===== config.mk =====
export PLATFORM = sky130hd
export DESIGN_NAME = gpr_wb_ctrl
export DESIGN_NICKNAME = d
export VERILOG_FILES = /design/src/rtl/gpr_wb_ctrl.sv
export SDC_FILE = /design/constraint.sdc
export NUM_CORES = 1
export LEC_CHECK = 0
export CAP_MARGIN = 25
export CORE_ASPECT_RATIO = 0.6
export CORE_UTILIZATION = 42
export DETAILED_ROUTE_END_ITERATION = 6
export PLACE_DENSITY = 0.75
export SYNTH_ARGS = -nofsm -noshare
export SYNTH_HDL_FRONTEND = slang
export SYNTH_SLANG_ARGS = --single-unit

===== constraint.sdc =====
create_clock -name clk -period 2.3 [get_ports clk]
set_clock_uncertainty 0.1 [all_clocks]
set_input_delay 0.46 -clock clk [delete_from_list [all_inputs] [get_ports clk]]
set_output_delay 0.46 -clock clk [all_outputs]
set_load 0.01 [all_outputs]

===== src/rtl/gpr_wb_ctrl.sv =====
// GPR write-back controller: merges single-cycle ALU results with in-order load
// responses onto one registered write port and keeps a scoreboard of pending load targets.
module gpr_wb_ctrl #(
  parameter int unsigned DATA_W   = 32,
  parameter int unsigned ADDR_W   = 5,
  parameter int unsigned LQ_DEPTH = 4
) (
  input  logic              clk,
  input  logic              rst_n,
  input  logic              alu_wb_valid,
  input  logic [ADDR_W-1:0] alu_wb_addr,
  input  logic [DATA_W-1:0] alu_wb_data,
  input  logic              ld_issue_valid,
  input  logic [ADDR_W-1:0] ld_issue_addr,
  output logic              ld_issue_ready,
  input  logic              ld_rsp_valid,
  input  logic [DATA_W-1:0] ld_rsp_data,
  output logic              ld_rsp_ready,
  input  logic [ADDR_W-1:0] chk_addr_0,
  input  logic [ADDR_W-1:0] chk_addr_1,
  output logic              busy_0,
  output logic              busy_1,
  output logic              we_,
  output logic [ADDR_W-1:0] wr_addr,
  output logic [DATA_W-1:0] wr_data,
  output logic              ld_err
);

  localparam int unsigned PW       = $clog2(LQ_DEPTH);
  localparam logic [PW:0] FULL_CNT = (PW+1)'(LQ_DEPTH);

  logic [ADDR_W-1:0]   lq_q [LQ_DEPTH];
  logic [LQ_DEPTH-1:0] vld_q, vld_d;
  logic [PW-1:0]       wp_q, rp_q;
  logic [PW:0]         cnt_q, cnt_d;
  logic                we_q, err_q;
  logic [ADDR_W-1:0]   wr_addr_q;
  logic [DATA_W-1:0]   wr_data_q;
  logic                full, empty, push, rsp_acc, pop;
  logic                b0, b1;
  logic [ADDR_W-1:0]   head;

  assign full    = (cnt_q == FULL_CNT);
  assign empty   = (cnt_q == '0);
  assign push    = ld_issue_valid && !full;
  assign rsp_acc = ld_rsp_valid && !alu_wb_valid;
  // Emptiness is judged on the registered count, so a same-cycle push cannot absorb a response.
  assign pop     = rsp_acc && !empty;
  assign head    = lq_q[rp_q];

  assign ld_issue_ready = !full;
  assign ld_rsp_ready   = !alu_wb_valid;
  assign we_            = we_q;
  assign wr_addr        = wr_addr_q;
  assign wr_data        = wr_data_q;
  assign ld_err         = err_q;
  assign busy_0         = b0;
  assign busy_1         = b1;

  always_comb begin
    vld_d = vld_q;
    if (pop)  vld_d[rp_q] = 1'b0;
    if (push) vld_d[wp_q] = 1'b1;
    cnt_d = cnt_q;
    case ({push, pop})
      2'b10:   cnt_d = cnt_q + (PW+1)'(1);
      2'b01:   cnt_d = cnt_q - (PW+1)'(1);
      default: cnt_d = cnt_q;
    endcase
  end

  always_comb begin
    b0 = 1'b0;
    b1 = 1'b0;
    for (int unsigned i = 0; i < LQ_DEPTH; i++) begin
      if (vld_q[i] && lq_q[i] == chk_addr_0) b0 = 1'b1;
      if (vld_q[i] && lq_q[i] == chk_addr_1) b1 = 1'b1;
    end
    if (chk_addr_0 == '0) b0 = 1'b0;
    if (chk_addr_1 == '0) b1 = 1'b0;
  end

  always_ff @(posedge clk or negedge rst_n) begin
    if (!rst_n) begin
      for (int unsigned i = 0; i < LQ_DEPTH; i++) lq_q[i] <= '0;
      vld_q     <= '0;
      wp_q      <= '0;
      rp_q      <= '0;
      cnt_q     <= '0;
      we_q      <= 1'b1;
      wr_addr_q <= '0;
      wr_data_q <= '0;
      err_q     <= 1'b0;
    end else begin
      if (push) begin
        lq_q[wp_q] <= ld_issue_addr;
        wp_q       <= wp_q + PW'(1);
      end
      if (pop) rp_q <= rp_q + PW'(1);
      vld_q <= vld_d;
      cnt_q <= cnt_d;
      if (rsp_acc && empty) err_q <= 1'b1;

      // Address and data only move on a real write; suppressed x0 writes leave them held.
      we_q <= 1'b1;
      if (alu_wb_valid) begin
        if (alu_wb_addr != '0) begin
          we_q      <= 1'b0;
          wr_addr_q <= alu_wb_addr;
          wr_data_q <= alu_wb_data;
        end
      end else if (pop) begin
        if (head != '0) begin
          we_q      <= 1'b0;
          wr_addr_q <= head;
          wr_data_q <= ld_rsp_data;
        end
      end
    end
  end

endmodule

After elaboration in Yosys (flattened, before gate mapping). Cells that the tools add are included.

Order comparisons: 7. $add $sub $neg: 4. Eq/ne operators: 12. Mux-type cells: 35. Reduce and logical (&&, ||, !) cells: 27. Bitwise logic cells: 5.

Operators by type and width (count): 2-to-1 mux 32 bit (4); == test 5 bit (8); 2-to-1 mux 5 bit (7); bitwise mux 20 bit (1); 2-to-1 mux 1 bit (16); logical AND 1 bit (15); binary-select mux 5 bit (select 2 bit) (1); demux 5 bit (select 2 bit) (1); logical NOT 5 bit (2); nonzero test 5 bit (2); 2-to-1 mux 4 bit (2); >= comparator 3 bit, second input constant (2); less-than comparator 2 x 3 -> 1 bit, second input constant (2); NOT 2 -> 3 bit (2); one-hot mux 3 bit (2 select lines) (1); nonzero test 2 bit (3); adder 2 x 1 -> 2 bit, second input constant (2); AND 4 bit (1); demux 1 bit (select 2 bit) (2); >= comparator 2 x 1 -> 1 bit, second input constant (2); NOT 4 bit (1); OR 4 bit (1); adder 3 x 1 -> 3 bit, second input constant (1); == test 3 bit, second input constant (1); 8 further kinds (10).

Bits of input ports: 89. Output and inout port bits: 43. Bits in registers: 70.

Longest topological paths before layout.
Depth in word-level cells: 9. Gate-level depth with buffers: 11. Mapped depth without buffers: 10.

Least setup slack after synthesis. OpenSTA, ideal clock, no wires.

Kind: input to register. From: input port alu_wb_valid. To: register cnt_q[2]. Data required time: 2.121 ns. Setup slack: 0.053 ns. Cell stages on the path: 8. Arrival: 2.068 ns. Library setup time: 0.079 ns. Path through: buf_2 -> nor3b_2 -> ha_1 -> inv_1 -> fa_1 -> xor2_1 -> nor2_1 -> xor2_1.

Longest elaborated chain between the ends: 5. Elaborated cells between the ends (all ways): 7. Classes of those cells: 2 x eq/ne; 1 x mux; 4 x reduce/logical.

RTL lines: start: declaration (line 10) `input logic alu_wb_valid,`; logical NOT 1 bit (*) (line 46) `assign rsp_acc = ld_rsp_valid && !alu_wb_valid;`; logical AND 1 bit (*) (line 46); logical AND 1 bit (*) (line 48) `assign pop = rsp_acc && !empty;`; net pop (line 39) `logic full, empty, push, rsp_acc, pop;`; == test 2 x 1 -> 1 bit or == test 2 bit (tied branches) (line 65) `case ({push, pop})`; one-hot mux 3 bit (2 select lines) or nonzero test 2 bit (tied branches); end signal: assignment (line 101) `cnt_q <= cnt_d;`; end: declaration (line 35) `logic [PW:0] cnt_q, cnt_d;`.

Mark *: on every way through the listed nets, which the timed path passes. The rest lies on a longest branch. A chain may end at the register's enable or synchronous reset.

Worst setup path after layout.
From: input port chk_addr_1[2]. To: output port busy_1.

Longest elaborated chain between the ends: 7. Elaborated cells between the ends (all ways): 14. Classes of those cells: 4 x eq/ne; 5 x mux; 5 x reduce/logical.

RTL lines: start: declaration (line 20) `input logic [ADDR_W-1:0] chk_addr_1,`; == test 5 bit (line 77) `if (vld_q[i] && lq_q[i] == chk_addr_1) b1 = 1'b1;`; logical AND 1 bit (line 77); 2-to-1 mux 1 bit (4 in a row) (line 77); 2-to-1 mux 1 bit (*) (line 80) `if (chk_addr_1 == '0) b1 = 1'b0;`; end: declaration (line 22) `output logic busy_1,`.

Every way passes the cells marked *; elsewhere a longest branch is shown, timed or not.

==> summary.txt <==
status - complete, but fails checks
failing checks - setup timing
Data required, critical path - 1.74 ns
max_cap viols - 0
RSZ-0062 raised after global routing - true
slowest cell delay on critical path - 0.32 ns
largest area contributor in the synthesized netlist - dfrtp_1
worst skew pair latency - 0.33 ns
cell area after layout - 5970 sq um
Startpoint Class - input port
FMAX - 0.433 GHz
largest net degree at the start of global routing - 57
Hold WC Path Type - flip-flop to flip-flop
Yosys cell types - 33
Register Area - 1760 sq um
total CTS buffers - 9
top cells by area, synth - dfrtp_1 (43%), mux2_2 (21%), xor2_1 (7.4%)
slowest library cell on the worst path - dlygate4sd2_1
Worst Tran Pin Value - 0.366 ns
crit-path cells - dlygate4sd2_1, xor2_1, nor4_1, nand3_1, nand4_1, o21a_1, buf_2
CTS sink cnt - 70
Max VDD drop - 0.600 mV
routed vias/inst - 5.06
Residual DRC - 0
crit path DAT - 1.75 ns
Lkg Pwr - 2.55 nW
gate count of the mapped netlist - 315
Max clock buf depth - 2
top-count cell post-synth - mux2_2
critical path class - input port to output pin
Ports - 132
GPL Wtd Cong - 0.927
layout cell share with drive strength beyond 1 - 35.4%
Mean Syn Cell Area - 12.8 sq um
vias post-DR - 3079
Ant. Diodes - 0
Mapped Area - 4040 sq um
wire per inst - 18.2 microns
grt ovf - 0
Core Area - 9260 sq um
Post-DRT Antenna Nets - 0
H-tree depth - 3
Filler Cell Count - 704
area of the multi-input gates - 2140 sq um
Tcrit/Tclk final - 101%
Synth top area share - 42.8%
Post-Place Worst Slack - -0.672 ns
Tmin final - 2.31 ns
GRT Resource Usage Total - 23.5%
hpwl dp - 8220 microns
Final Util - 64.5%
GR Util met1 - 33.3%
Ys Warns - 0
Final Net Count - 572
PD cells - 1060 nW/um^2
Final Slew Violations - 0
family with the most delay on the worst path - simple AND/OR/NAND/NOR gates
most frequent cells after synthesis - mux2_2 (75), dfrtp_1 (69), xor2_1 (34), mux2_4 (19), clkbuf_1 (12)
Post-synth EDFFs - 0
# setup viols final - 1
Detailed Route WL - 11100 microns
register bit total from synthesis - 70
die area - 10000 sq um
CTS tree - yes
initial DRC count - 148
GR met3 Demand/Resource - 5.03%
first-pass GRT wire length - 17700 microns
met2 usage - 35.7%
Die W - 129 microns
Final Hold Fails - 0
Critical path buffers and inverters - 2
Starting Density - 43.6%
critical-path maximum fanout - 5
clock root cell - clkbuf_16
port buffer count - 131
sequential area share after synthesis - 43.4%
setup ws final - -0.0119 ns
die height - 77.9 microns
Pre-Repair DR Iteration Count - 4
Slew HR - 75.4%
placed cells - 588
initial antenna violation count - 0
Worst-path clk slew - 0.05 ns
Finished Layout Cells - 608
Async SR Flop Fraction - 100%
P&R area growth vs syn - 47.9%
post-synth net total - 414
gr busiest metal - met2
critical path capture point type - output pin
Main synth FF type - dfrtp_1
vias in the first global route - 3351
placed cell areas - 5660 sq um
row count - 27
-- flip-flops by register name, summed over array words and instances, names as in the netlist --
name	count
wp_q	2
we_	1
wr_data	32
cnt_q	3
vld_q	4
wr_addr	5
rp_q	2
lq_q	20
ld_err	1
-- path summary, 6_finish.rpt --
path / from / to / slack [ns] / depth (start not counted)
min in group asynchronous: rst_n / wr_data[23]$_DFFE_PN0P_ / 0.49 / 2
max in group asynchronous: rst_n / lq_q[2]$_DFFE_PN0P_ / 0.96 / 3
setup / recovery: chk_addr_1[2] / busy_1 / -0.01 / 7
hold / removal: ld_err$_DFFE_PN0P_ / ld_err$_DFFE_PN0P_ / 0.39 / 1
setup reg to reg: lq_q[6]$_DFFE_PN0P_ / wr_data[12]$_DFFE_PN0P_ / 0.18 / 6
hold reg to reg: ld_err$_DFFE_PN0P_ / ld_err$_DFFE_PN0P_ / 0.39 / 1
-- timing repair --
item                                   4_1_cts  5_1_grt
setup endpoints to repair                    2        2
pin swaps                                    8       14
buffers inserted                             2        1
gates resized for setup                     24        6
hold buffers                                 1        0
endpoints found under the hold margin       14        0
-- through the flow --
stage	TNS, ns	hold slack (ns)	power, mW
final	-0.0119	0.390	6.34
after global routing	-0.168	0.424	6.71
after CTS	-0.0327	0.403	6.32
after detailed placement	-6.35	0.291	5.00
after global placement	-5.65	0.289	4.91
after floorplan	0	0.0644	3.68
-- cells in the final DEF (no fill, tap or decap), types with 3 or more instances in the layout --
cell type | Yosys | final
mux2_2 | 75 | 75
buf_2 | 3 | 4
or4_1 | 3 | 3
mux2_4 | 19 | 19
mux4_2 | 5 | 5
dfrtp_1 | 69 | 64
xnor2_1 | 11 | 11
buf_4 | 0 | 32
clkinv_4 | 0 | 3
o21ai_0 | 3 | 3
ha_1 | 9 | 9
clkbuf_16 | 0 | 9
a22o_1 | 4 | 4
dfrtp_2 | 0 | 5
nor4_1 | 11 | 10
xor2_1 | 34 | 34
dlygate4sd2_1 | 0 | 8
nand3_1 | 11 | 11
nand2_1 | 11 | 11
nor2_1 | 3 | 3
clkdlybuf4s50_1 | 0 | 117
inv_1 | 10 | 10
-- cell type report --
type                            count  area share, %
Sequential cell                    70           29.5
Tap cell                          130           2.73
Clock buffer                        9           3.77
Clock inverter                      7          0.860
Inverter                           11          0.692
Multi-Input combinational cell    213           35.8
Timing Repair Buffer              168           26.6
-- metal layers --
metal,part of all wire [%],vias to the layer above
met5,0,-
met4,1.2,0
met3,7.3,16
met2,45,118
met1,46,1519
li1,-,1426
-- logic make-up after synthesis --
family,Yosys count,synth area share (%)
buffers and inverters,32,3.91
DFF,70,43.4
muxes,99,30.8
and+or+nand+nor,45,6.05
AOI/OAI and AO/OA,14,2.76
xor gates and xnor gates,45,9.77
adders and majority gates,10,3.29
-- where the power goes --
group / leakage (nW) / internal, mW / switching [mW] / total, mW
Combinational: 1.61 / 1.69 / 1.15 / 2.84
Clock: 0.131 / 0.730 / 0.538 / 1.27
Sequential: 0.811 / 1.71 / 0.532 / 2.24
Total: 2.55 / 4.13 / 2.21 / 6.34
No activity file was read; power rests on OpenSTA's default activity.
